<file path="src/rtl/pipe_stage_elastic.sv">
`default_nettype none
// ============================================================================
// pipe_stage_elastic : valid/ready pipeline register, optional skid entry,
//                      synchronous flush, hazard sideband (Tnew decremented).
// Revision: 1.0
// ============================================================================
module pipe_stage_elastic #(
    parameter int DATA_W = 128,
    parameter int DST_W  = 5,
    parameter int TNEW_W = 2,
    parameter int SKID   = 1
) (
    input  logic              clk,
    input  logic              reset,
    input  logic              flush,
    input  logic              in_valid,
    output logic              in_ready,
    input  logic [DATA_W-1:0] in_data,
    input  logic              in_regwrite,
    input  logic [DST_W-1:0]  in_dst,
    input  logic [TNEW_W-1:0] in_tnew,
    output logic              out_valid,
    input  logic              out_ready,
    output logic [DATA_W-1:0] out_data,
    output logic              out_regwrite,
    output logic [DST_W-1:0]  out_dst,
    output logic [TNEW_W-1:0] out_tnew,
    output logic [1:0]        occupancy
);

    typedef enum logic [1:0] {
        EMPTY = 2'd0,
        ONE   = 2'd1,
        TWO   = 2'd2
    } state_t;

    state_t state;
    state_t next_state;

    logic              accept;
    logic              drain;
    logic              load_main_in;
    logic              load_main_skid;
    logic              load_skid;
    logic [TNEW_W-1:0] tnew_dec;

    logic [DATA_W-1:0] main_data;
    logic              main_regwrite;
    logic [DST_W-1:0]  main_dst;
    logic [TNEW_W-1:0] main_tnew;

    logic [DATA_W-1:0] skid_data;
    logic              skid_regwrite;
    logic [DST_W-1:0]  skid_dst;
    logic [TNEW_W-1:0] skid_tnew;

    // Saturating decrement: a producer already at 0 stays at 0.
    assign tnew_dec = (in_tnew == '0) ? '0 : in_tnew - 1'b1;

    assign out_valid = (state != EMPTY);
    assign accept    = in_valid & in_ready & ~flush;
    assign drain     = out_valid & out_ready;

    generate
        if (SKID != 0) begin : g_ready_skid
            assign in_ready = (state != TWO);
        end else begin : g_ready_noskid
            assign in_ready = (state == EMPTY) | out_ready;
        end
    endgenerate

    always_comb begin
        next_state     = state;
        load_main_in   = 1'b0;
        load_main_skid = 1'b0;
        load_skid      = 1'b0;
        case (state)
            EMPTY: begin
                if (accept) begin
                    next_state   = ONE;
                    load_main_in = 1'b1;
                end
            end
            ONE: begin
                if (accept && drain) begin
                    load_main_in = 1'b1;
                end else if (accept && (SKID != 0)) begin
                    next_state = TWO;
                    load_skid  = 1'b1;
                end else if (drain) begin
                    next_state = EMPTY;
                end
            end
            TWO: begin
                if (drain) begin
                    next_state     = ONE;
                    load_main_skid = 1'b1;
                end
            end
            default: next_state = EMPTY;
        endcase
    end

    always_ff @(posedge clk) begin
        if (reset || flush) begin
            state         <= EMPTY;
            main_data     <= '0;
            main_regwrite <= 1'b0;
            main_dst      <= '0;
            main_tnew     <= '0;
        end else begin
            state <= next_state;
            if (load_main_in) begin
                main_data     <= in_data;
                main_regwrite <= in_regwrite;
                main_dst      <= in_dst;
                main_tnew     <= tnew_dec;
            end else if (load_main_skid) begin
                main_data     <= skid_data;
                main_regwrite <= skid_regwrite;
                main_dst      <= skid_dst;
                main_tnew     <= skid_tnew;
            end
        end
    end

    generate
        if (SKID != 0) begin : g_skid
            always_ff @(posedge clk) begin
                if (reset || flush) begin
                    skid_data     <= '0;
                    skid_regwrite <= 1'b0;
                    skid_dst      <= '0;
                    skid_tnew     <= '0;
                end else if (load_skid) begin
                    skid_data     <= in_data;
                    skid_regwrite <= in_regwrite;
                    skid_dst      <= in_dst;
                    skid_tnew     <= tnew_dec;
                end
            end
        end else begin : g_no_skid
            assign skid_data     = '0;
            assign skid_regwrite = 1'b0;
            assign skid_dst      = '0;
            assign skid_tnew     = '0;
        end
    endgenerate

    // Data is left stale after drain; sideband is gated so hazards see a bubble.
    assign out_data     = main_data;
    assign out_regwrite = out_valid & main_regwrite;
    assign out_dst      = out_valid ? main_dst  : '0;
    assign out_tnew     = out_valid ? main_tnew : '0;
    assign occupancy    = state;

endmodule
`default_nettype wire

</file>
<file path="config.mk">
export PLATFORM = sky130hd
export DESIGN_NAME = pipe_stage_elastic
export DESIGN_NICKNAME = d
export VERILOG_FILES = /design/src/rtl/pipe_stage_elastic.sv
export SDC_FILE = /design/constraint.sdc
export NUM_CORES = 1
export LEC_CHECK = 0
export ABC_CLOCK_PERIOD_IN_PS = 2000
export CELL_PAD_IN_SITES_DETAIL_PLACEMENT = 1
export CELL_PAD_IN_SITES_GLOBAL_PLACEMENT = 1
export CORE_MARGIN = 2
export CORE_UTILIZATION = 47
export CTS_CLUSTER_SIZE = 20
export DETAILED_ROUTE_END_ITERATION = 10
export DONT_BUFFER_PORTS = 1
export PLACE_DENSITY_LB_ADDON = 0.1
export SLEW_MARGIN = 20
export SYNTH_ARGS = -nofsm -noshare
export SYNTH_HDL_FRONTEND = slang
export SYNTH_SLANG_ARGS = --single-unit
</file>
<file path="constraint.sdc">
create_clock -name clk -period 2 [get_ports clk]
set_input_delay 0.4 -clock clk [delete_from_list [all_inputs] [get_ports clk]]
set_output_delay 0.4 -clock clk [all_outputs]
set_load 0.1 [all_outputs]
</file>
# After elaboration in Yosys (flattened, before gate mapping)
# Index checks and enable logic that the tools add are counted.
# totals
register_bits	274
latch_bits	0
mem_bits_rw	0
mem_bits_ro	0
inputBits	141
out_inout_bits	140
wordCells	53
memories	0
# classes
n_addsub	1
mul	0
div	0
order_cmp	0
eq_ne	7
shift	0
muxes	24
bitwise	5
n_reduce_logical	7
# op_table
op	count
$mux 128	2
$mux 2	9
$mux 5	3
$mux 1	8
$ne 2x2->1 const B	4
$pmux 2 s3	1
$and 1x1->1	4
$logic_not 2->1	2
$reduce_and 4->1	1
$reduce_bool 2->1	2
$ne 3x3->1 const B	1
$eq 2x1->1 const B	1
$eq 2x2->1 const B	1
$pmux 1 s2	1
$sub 2x1->2 const B	1
$logic_and 1x1->1	1
$logic_or 1x1->1	1
$not 1->1	1

# Longest topological paths before layout
# Gate-level depths: netlist of run 1.
# depth
ltp_word	7
mapped_depth	7
ltp_nobuf	3

# Worst setup path after synthesis of run 1
# No wires, ideal clock.
# synth_timing
path_type	register to output
startpoint	register state[0] (netlist: occupancy[0])
endpoint	output port out_dst[0]
arrival_time_ns	2.738
required_ns	1.600
slack_ns	-1.138
stages_incl_launch_ff	3
path_buffers	0
cell_sequence	dfxtp_1 -> nor2_1 -> nor2b_1
# synth_via
elab_chain_len	2
# synth_lines
item	line	text
start: declaration	37	state_t state;
start signal: assignment	112	state <= next_state;
$reduce_bool 2->1	60	assign out_valid = (state != EMPTY);
$mux 5	153	assign out_dst = out_valid ? main_dst : '0;
end: declaration	26	output logic [DST_W-1:0] out_dst,
# Every way passes these cells.

# Final worst setup path of run 1
# Same ends and word-level chain as after synthesis.

==> qor.txt, run 1 <==
Status - finished, violations left
Failing checks - setup timing
RePlAce Congestion - 0.7373
Port Buffer Count - 0
LEAKAGE - 0.005093 uW
Post-Synthesis Mean Instance Area - 8.379 sq um
Register bit total from synthesis - 274
Post-route clock period utilization - 100.1%
Synth top area share - 46.10%
Post-Synthesis Cells - 1420
Max Cap Viol - 0
Clock skew - 11.85 ps
Initial core utilization - 47.52%
Slew Limit Fails - 0
DR WL/cell - 22.85 um
Worst-Skew Late Latency - 550 ps
Final-layout fill cell count - 2904
First-pass DRT Iterations - 5
Global-route wire length before repair - 67100 um
Multi-input gate area - 0.005634 sq mm
Clock Pin Slew Worst Setup and Hold Paths - 70 ps
Nets@finish - 1721
# DRC - 0
CORE AREA - 0.02504 sq mm
Hold_sp - in_data[24]
Top cells by area, synth - dfxtp_1 46%, a311oi_1 9.9%, nand2_1 8.6%
Max Fanout on Critical Path - 7
Post-Route WL - 44090 um
Clock buffer count from CTS - 31
Largest net degree at the start of global routing - 168
CTS Buffer Depth - 3
Critical setup path kind - flop to primary output
CTS tree - yes
ANT cells - 0
PnR worst setup slack - -1.218 ps
Die Area - 0.02660 sq mm
Clock Sink Count - 274
IO Count - 281
Crit path arrival time - 1600 ps
Max transition margin - 57.47%
Largest area contributor in the netlist - dfxtp_1
Initial antenna violation count - 0
Required time of the critical path - 1600 ps
Post-synth cell types - 29
Highest ir drop seen on vdd - 693.7 uV
Worst Tran Pin Value - 638.0 ps
Die X - 163.1 um
Min cycle time layout - 2001 ps
Area grow syn2layout - 29.47%
Netlist Area Pre-Place - 0.01190 sq mm
Final ANT Viol Nets - 0
Overall routing resource usage - 30.98%
Hpwl dp - 22110 um
CP startpoint kind - flop
Dpl cell area - 0.01323 sq mm
Syn nets - 1561
Hold EP - skid_data[24]
Total power - 12860 uW
Hold Path Depth - 2
Final setup vio count - 1
Reg-to-reg endpoint - out_data[12]
Congestion Overflow GR - 0
Final instance area - 0.01540 sq mm
# rows - 58
Seq/Total Area, Yosys - 46.10%
Seq. cell area - 0.005493 sq mm
Avg Vias per Cell - 6.160
Worst min path class - input pin to flop
Final Hold Fails - 0
CTS Root Cell - clkbuf_16
Power density over the cells - 835.0 mW/mm^2
Vias - 11890
H-tree Lvls - 1
CP Capture Type - primary output
Initial DRC count - 942
Layout cells sized above 1 - 20.44%
Die height - 163.1 um
RSZ-0062 raised after global routing - yes
Syn. warnings - 0
Final core occ - 61.52%
Fmax - 499.7 MHz
Worst R2R Setup Slack - -1 ps
FF-to-FF path depth - 6
RR Startpoint - occupancy[1]
Vias in the first global route - 12190
[repair_timing]
action	in CTS	in global routing
resized for setup	5	5
setup buffers	4	4
endpoints found under the setup margin	10	49
hold buffers	109	0
gates cloned	0	1
endpoints found under the hold margin	109	0
pin swaps	1	2
[power by group]
group | switching (uW) | leakage [uW] | internal (uW)
sequential | 47.3 | 0.00222 | 5560
clock | 2250 | 0.000457 | 3160
combinational | 1350 | 0.00242 | 495
total | 3650 | 0.00509 | 9220
[stage by stage]
stage	setup WS [ps]	hold WS (ps)	std cells	setup TNS, ps
finish	-1.218	8.495	1930	-1.218
global route	-27.38	7.430	1930	-182.2
CTS	19.63	0.1675	1925	0
detailed placement	164.1	459.8	1759	0
global placement	221.2	448.8	1759	0
floorplan	5.279	443.7	1420	0
[worst max-delay path by stage]
stage | start | end
CTS | occupancy[0] | out_dst[2]
global route | occupancy[0] | out_dst[0]
global placement | in_valid | out_data[89]
finish | occupancy[0] | out_dst[0]
floorplan | occupancy[0] | out_valid
detailed placement | in_valid | out_data[109]
[critical path, cell delays in order, from the launching register on]
cell and delay, ps:
dfxtp_4 380, nor2_4 270, buf_4 190, nor2b_4 50
buf_12 160
[synthesized netlist by cell type]
cell type / count
buf_2: 48
nand2_1: 273
o21ai_2: 6
a21oi_1: 137
nor2b_1: 10
buf_4: 18
a311oi_2: 1
nor3_2: 74
and3b_1: 1
o21ba_2: 1
clkbuf_1: 83
o21ai_0: 130
nand3_1: 135
nand3b_1: 2
a211oi_1: 2
nor3b_2: 1
or3b_4: 1
inv_1: 1
nand4_1: 1
nor2_1: 2
nand2_4: 1
mux2i_1: 1
dfxtp_1: 274
or2_2: 1
nor3_1: 61
or3b_2: 1
nand2b_1: 2
buf_6: 17
a311oi_1: 135
[routing by layer]
layer  GRT usage [%]  wire (um)  up-vias
li1                -          -     5438
met1           39.19      17820     5952
met2           52.99      21680      411
met3           6.298       3172       88
met4           9.976       1415        0
met5               0          0        -
[layout make-up]
type	count	share of cell area [%]
clock buffer	50	5.824
timing repair buffer	293	18.90
sequential	274	35.66
tap	330	2.681
clock inverter	3	0.3087
multi-input combinational	979	36.58
inverter	1	0.04874
[cells in the final DEF (no fill, tap or decap), types with 32 or more instances in the layout]
cell type | synthesis | routed
a21oi_1 | 137 | 137
a311oi_1 | 135 | 134
buf_4 | 18 | 148
clkbuf_16 | 0 | 32
dfxtp_1 | 274 | 272
dlygate4sd3_1 | 0 | 109
nand2_1 | 273 | 273
nand3_1 | 135 | 135
nor3_1 | 61 | 61
nor3_2 | 74 | 74
o21ai_0 | 130 | 129
[kinds of logic (layout without fill, tap and decap cells)]
kind of cell | after synthesis | after routing | share of synthesized area [%]
mux | 1 | 1 | 0.08413
simple gates | 566 | 566 | 24.45
flops | 274 | 274 | 46.10
buf+inv | 167 | 347 | 7.414
compound gates | 412 | 412 | 21.95
[flip-flops by register name, summed over array words and instances, names as in the netlist]
| signal | flops |
|---|---|
| main_regwrite | 1 |
| occupancy | 2 |
| skid_regwrite | 1 |
| main_dst | 5 |
| skid_data | 128 |
| skid_dst | 5 |
| out_data | 128 |
| skid_tnew | 2 |
| main_tnew | 2 |
Power figures use the tool's default switching activity.
==> run 2: changes to the inputs <==
CORE_MARGIN = 4   (was 2)
SKIP_CTS_REPAIR_TIMING = 1   (was unset)
==> qor.txt, run 2 (same netlist as run 1, synthesis figures left out) <==
Status - finished, violations left (unchanged)
Failing checks - hold timing (was setup timing)
Global-route wire length before repair - 63480 um (was 67100 um)
RSZ-0062 raised after global routing - no (was yes)
Final Hold Fails - 1 (was 0)
# rows - 57 (was 58)
Max transition margin - 54.94% (was 57.47%)
Die height - 167.1 um (was 163.1 um)
CTS Root Cell - clkbuf_16 (unchanged)
Overall routing resource usage - 26.96% (was 30.98%)
Fmax - 512.8 MHz (was 499.7 MHz)
Nets@finish - 1628 (was 1721)
Grt met2 use - 44.40% (was 52.99%)
Worst-Skew Late Latency - 540 ps (was 550 ps)
Die Area - 0.02792 sq mm (was 0.02660 sq mm)
CTS tree - yes (unchanged)
DR WL/cell - 21.78 um (was 22.85 um)
Worst Tran Pin Value - 675.8 ps (was 638.0 ps)
Clock Sink Count - 274 (unchanged)
Final-layout fill cell count - 2890 (was 2904)
Max Cap Viol - 0 (unchanged)
Final ANT Viol Nets - 0 (unchanged)
Initial core utilization - 48.35% (was 47.52%)
Layout cells sized above 1 - 21.99% (was 20.44%)
CORE AREA - 0.02460 sq mm (was 0.02504 sq mm)
Vias in the first global route - 11450 (was 12190)
Required time of the critical path - 1600 ps (about the same)
Most common cell after layout, fill and taps aside - nand2_1 (unchanged)
GRT Max-Usage Layer - met2 (unchanged)
ANT cells - 0 (unchanged)
Min cycle time layout - 1950 ps (was 2001 ps)
Die X - 167.1 um (was 163.1 um)
Inst Count DP - 1759 (unchanged)
Max Fanout on Critical Path - 9 (was 7)
Critical setup path kind - flop to primary output (unchanged)
CTS Buffer Depth - 3 (unchanged)
DP Worst Slack - 258.5 ps (was 164.1 ps)
First-pass DRT Iterations - 4 (was 5)
Largest net degree at the start of global routing - 83 (was 168)
IO Count - 281 (unchanged)
Hold Slack - -1.884 ps (was 8.495 ps)
Area grow syn2layout - 22.25% (was 29.47%)
Avg Vias per Cell - 6.103 (was 6.160)
Most frequent cells in the layout - 273 x nand2_1, 272 x dfxtp_1, 145 x buf_4 (was 273 x nand2_1, 272 x dfxtp_1, 148 x buf_4)
PnR worst setup slack - 50.06 ps (was -1.218 ps)
Global Route met3 Usage - 8.864% (was 6.298%)
Initial antenna violation count - 0 (unchanged)
Port Buffer Count - 0 (unchanged)
Clock Pin Slew Worst Setup and Hold Paths - 60 ps (was 70 ps)
Clock skew - 6.284 ps (was 11.85 ps)
Highest ir drop seen on vdd - 640.7 uV (was 693.7 uV)
H-tree Lvls - 1 (unchanged)
M1 GR Usage - 34.00% (was 39.19%)
Clock buffer count from CTS - 30 (was 31)
Post-route insts no fill - 1834 (was 1930)
CP Capture Type - primary output (unchanged)
Multi-input gate area - 0.005628 sq mm (was 0.005634 sq mm)
Final core occ - 59.12% (was 61.52%)
# DRC - 0 (unchanged)
Hpwl dp - 23920 um (was 22110 um)
Initial DRC count - 748 (was 942)
Congestion Overflow GR - 0 (unchanged)
Power density over the cells - 884.3 mW/mm^2 (was 835.0 mW/mm^2)
Seq. cell area - 0.005493 sq mm (unchanged)
Vias - 11190 (was 11890)
LEAKAGE - 0.004745 uW (was 0.005093 uW)
Crit path arrival time - 1550 ps (was 1600 ps)
Post-Route WL - 39940 um (was 44090 um)
Post-route clock period utilization - 97.50% (was 100.1%)
RePlAce Congestion - 0.7563 (was 0.7373)
Final setup vio count - 0 (was 1)
Slew Limit Fails - 0 (unchanged)
CP startpoint kind - flop (unchanged)
Worst min path class - input pin to flop (unchanged)
run 2: changes by cell type in the layout (fill, tap and decap cells not counted), sizes merged:
| cell | before | now |
|---|---|---|
| dlygate4sd3 | 109 | 20 |
| clkinv | 1 | 4 |
| buf | 183 | 181 |
| clkbuf | 51 | 49 |
| clkinvlp | 1 | 2 |
| inv | 1 | 0 |
run 2: final timing paths:
kind | startpoint | to | depth (start not counted) | slack (ps)
worst min register to register | skid_dst[0] | skid_dst[0] | 2 | 470
worst max register to register | occupancy[1] | skid_data[87] | 5 | 200
worst max-delay path | occupancy[1] | out_dst[0] | 4 | 50
worst min-delay path | in_data[38] | skid_data[38] | 2 | -2
run 2: critical path, cell delays in order, from the launching register on:
cell and delay [ps]:
dfxtp_4 430, nor2_4 70, buf_12 160, nor2b_4 160, buf_12 190
run 2: metal layers:
| metal | vias up | wire length, um |
|---|---|---|
| met5 | - | 0 |
| met4 | 0 | 1215 |
| met3 | 62 | 3437 |
| met2 | 326 | 19220 |
| met1 | 5558 | 16060 |
| li1 | 5247 | - |
run 2: cell type report:
cell class / count / area share, %
Clock buffer: 49 / 6.555
Clock inverter: 6 / 0.3957
Inverter: 1 / 0.05161
Multi-Input combinational cell: 979 / 38.69
Sequential cell: 274 / 37.76
Tap cell: 324 / 2.787
Timing Repair Buffer: 201 / 13.75
run 2: stage by stage:
stage          hold slack (ps)  TNS (ps)  total power, uW  cell area, sq um
2_1_floorplan            443.7         0             6975             11980
3_3_place_gp             450.8         0             7323             13320
3_5_place_dp             460.2         0             7343             13320
4_1_cts                 -92.41    -704.9            12910             14330
5_1_grt                 -6.290         0            13290             14550
6_report                -1.884         0            12860             14550
run 2: where the power goes:
group	switching, uW	internal (uW)	total [uW]	leakage, uW
combinational	1280	384	1660	0.00203
clock	2230	3360	5590	0.000499
sequential	46.3	5560	5610	0.00222
==> run 3: changes to the inputs <==
--- a/config.mk
+++ b/config.mk
@@ -16,2 +16,3 @@
 export PLACE_DENSITY_LB_ADDON = 0.1
+export RECOVER_POWER = 100
 export SKIP_CTS_REPAIR_TIMING = 1
--- a/constraint.sdc
+++ b/constraint.sdc
@@ -3,2 +3,2 @@
 set_output_delay 0.4 -clock clk [all_outputs]
-set_load 0.1 [all_outputs]
+set_load 0.05 [all_outputs]
==> qor.txt, run 3 (same netlist as run 1, synthesis figures left out) <==
Clock Pin Slew Worst Setup and Hold Paths - 60 ps (about the same)
Failing checks - hold timing (unchanged)
Worst-Skew Late Latency - 550 ps (was 540 ps)
Clock network fraction of total power - 48.9% (was 43.5%)
CTS Root Cell - clkbuf_16 (unchanged)
Hold Slack - -12.71 ps (was -1.884 ps)
H-tree Lvls - 1 (unchanged)
Vias - 10920 (was 11190)
CTS Buffer Depth - 3 (unchanged)
Clock Sink Count - 274 (unchanged)
Power density over the cells - 967.6 mW/mm^2 (was 884.3 mW/mm^2)
Largest net degree at the start of global routing - 131 (was 83)
Port Buffer Count - 0 (unchanged)
LEAKAGE - 0.004216 uW (was 0.004745 uW)
Global-route wire length before repair - 59120 um (was 63480 um)
Max transition margin - 56.55% (was 54.94%)
Nets@finish - 1542 (was 1628)
Vias in the first global route - 10510 (was 11450)
Crit path arrival time - 1530 ps (was 1550 ps)
Sum of buffers and inverters on the critical path - 2 (unchanged)
Critical setup path kind - flop to primary output (unchanged)
Worst setup path startpoint - occupancy[0] (was occupancy[1])
Die height - 167.1 um (unchanged)
Die Area - 0.02792 sq mm (unchanged)
Hold_sp - in_data[77] (was in_data[38])
RR Startpoint - occupancy[0] (was occupancy[1])
CP startpoint kind - flop (unchanged)
Crit-path cells - nor2_4, buf_12, nor2b_1, clkbuf_4 (was nor2_4, buf_12, nor2b_4, buf_12)
Sw Share - 24.58% (was 27.66%)
# DRC - 0 (unchanged)
First-pass DRT Iterations - 5 (was 4)
Die X - 167.1 um (unchanged)
Max Cap Viol - 0 (unchanged)
Min cycle time layout - 1929 ps (was 1950 ps)
Dpl cell area - 0.01211 sq mm (was 0.01332 sq mm)
# rows - 57 (unchanged)
Clock skew - 17.14 ps (was 6.284 ps)
CP Capture Type - primary output (unchanged)
Worst Tran Pin Value - 654.5 ps (was 675.8 ps)
Clock buffer count from CTS - 30 (unchanged)
Post-route clock period utilization - 96.44% (was 97.50%)
CP peak stage delay - 410 ps (was 430 ps)
Combinational share of power - 6.5% (was 12.9%)
Hpwl dp - 21860 um (was 23920 um)
Initial core utilization - 48.35% (unchanged)
Most common cell after layout, fill and taps aside - nand2_1 (unchanged)
DR WL/cell - 22.52 um (was 21.78 um)
IO Count - 281 (unchanged)
P_int - 10060 uW (was 9304 uW)
Seq. cell area - 0.005493 sq mm (unchanged)
Avg Vias per Cell - 6.241 (was 6.103)
Post-route insts no fill - 1749 (was 1834)
Slew Limit Fails - 0 (unchanged)
Required time of the critical path - 1600 ps (about the same)
Worst min path class - input pin to flop (unchanged)
Fmax - 518.4 MHz (was 512.8 MHz)
Congestion Overflow GR - 0 (unchanged)
Switching power - 3278 uW (was 3558 uW)
Crit-path leading delay family - flip-flops (unchanged)
Overall routing resource usage - 25.04% (was 26.96%)
Final Hold Fails - 10 (was 1)
Inst Count DP - 1630 (was 1759)
Most frequent cells in the layout - 273 x nand2_1, 272 x dfxtp_1, 137 x a21oi_1 (was 273 x nand2_1, 272 x dfxtp_1, 145 x buf_4)
Area grow syn2layout - 15.85% (was 22.25%)
Multi-input gate area - 0.005440 sq mm (was 0.005628 sq mm)
Post-Route WL - 39390 um (was 39940 um)
Highest ir drop seen on vdd - 597.1 uV (was 640.7 uV)
Status - finished, violations left (unchanged)
Final-layout fill cell count - 2882 (was 2890)
Setup TNS - 0 ps (unchanged)
ANT cells - 0 (unchanged)
CP max stage cell - dfxtp_4 (unchanged)
Layout cells sized above 1 - 12.35% (was 21.99%)
Reg power frac - 44.6% (was 43.6%)
Initial antenna violation count - 0 (unchanged)
Final ANT Viol Nets - 0 (unchanged)
Total power - 13340 uW (was 12860 uW)
Final instance area - 0.01378 sq mm (was 0.01455 sq mm)
Max Fanout on Critical Path - 10 (was 9)
RePlAce Congestion - 0.7502 (was 0.7563)
CORE AREA - 0.02460 sq mm (unchanged)
CTS tree - yes (unchanged)
Initial DRC count - 878 (was 748)
Final setup vio count - 0 (unchanged)
==> run 3: changes by cell type in the layout (fill, tap and decap cells not counted), sizes merged <==
cell / delta
dlygate4sd3: +42
inv: +1
clkinvlp: -2
buf: -139
bufinv: +8
clkbuf: +1
clkinv: +4
==> run 3: worst paths after layout <==
| check | endpoint | slack (ps) | depth (start not counted) |
|---|---|---|---|
| worst max-delay path | out_dst[0] | 70 | 4 |
| worst min-delay path | skid_data[77] | -10 | 2 |
| worst max register to register | main_dst[4] | 90 | 4 |
| worst min register to register | skid_tnew[0] | 470 | 2 |
==> run 3: power by group through the flow <==
stage                     sequential (uW)  combinational [uW]  clock (uW)
after floorplan                      6040                 571           0
after global placement               6070                 762           0
after detailed placement             6070                 772           0
after CTS                            5950                 775        6610
after global routing                 5960                 941        6860
final                                5950                 871        6520
==> run 3: routing by layer <==
metal / vias up / part of all wire (%) / track usage, % / wire (um)
met5: - / 0 / 0 / 0
li1: 5084 / - / - / -
met1: 5434 / 41 / 32.31 / 16200
met3: 61 / 8.9 / 9.099 / 3497
met2: 337 / 48 / 39.86 / 18730
met4: 0 / 2.4 / 6.830 / 964
==> run 3: final cells by class <==
class / instances / area share [%]
multi-input cells: 979 / 39.47
inverters: 1 / 0.02723
well taps: 324 / 2.941
clock inverters: 17 / 2.279
flip-flops and latches: 274 / 39.85
repair buffers: 115 / 9.150
clock buffers: 39 / 6.282
==> run 3: metrics by stage <==
stage | worst slack (ps) | hold WS [ps] | util, %
2_1_floorplan | -106.8 | 443.7 | -
3_3_place_gp | 215.7 | 450.0 | 49.20
3_5_place_dp | 154.6 | 457.6 | 49.20
4_1_cts | -426.5 | -83.32 | 53.99
5_1_grt | -11.45 | -4.517 | 56.02
6_report | 71.14 | -12.71 | 56.02
==> run 3: worst reg2reg max path, stage by stage (launching register included) <==
cell,delay (ps)
dfxtp_4,410
nor2b_1,380
buf_12,400
nor3_1,280
a311oi_1,330
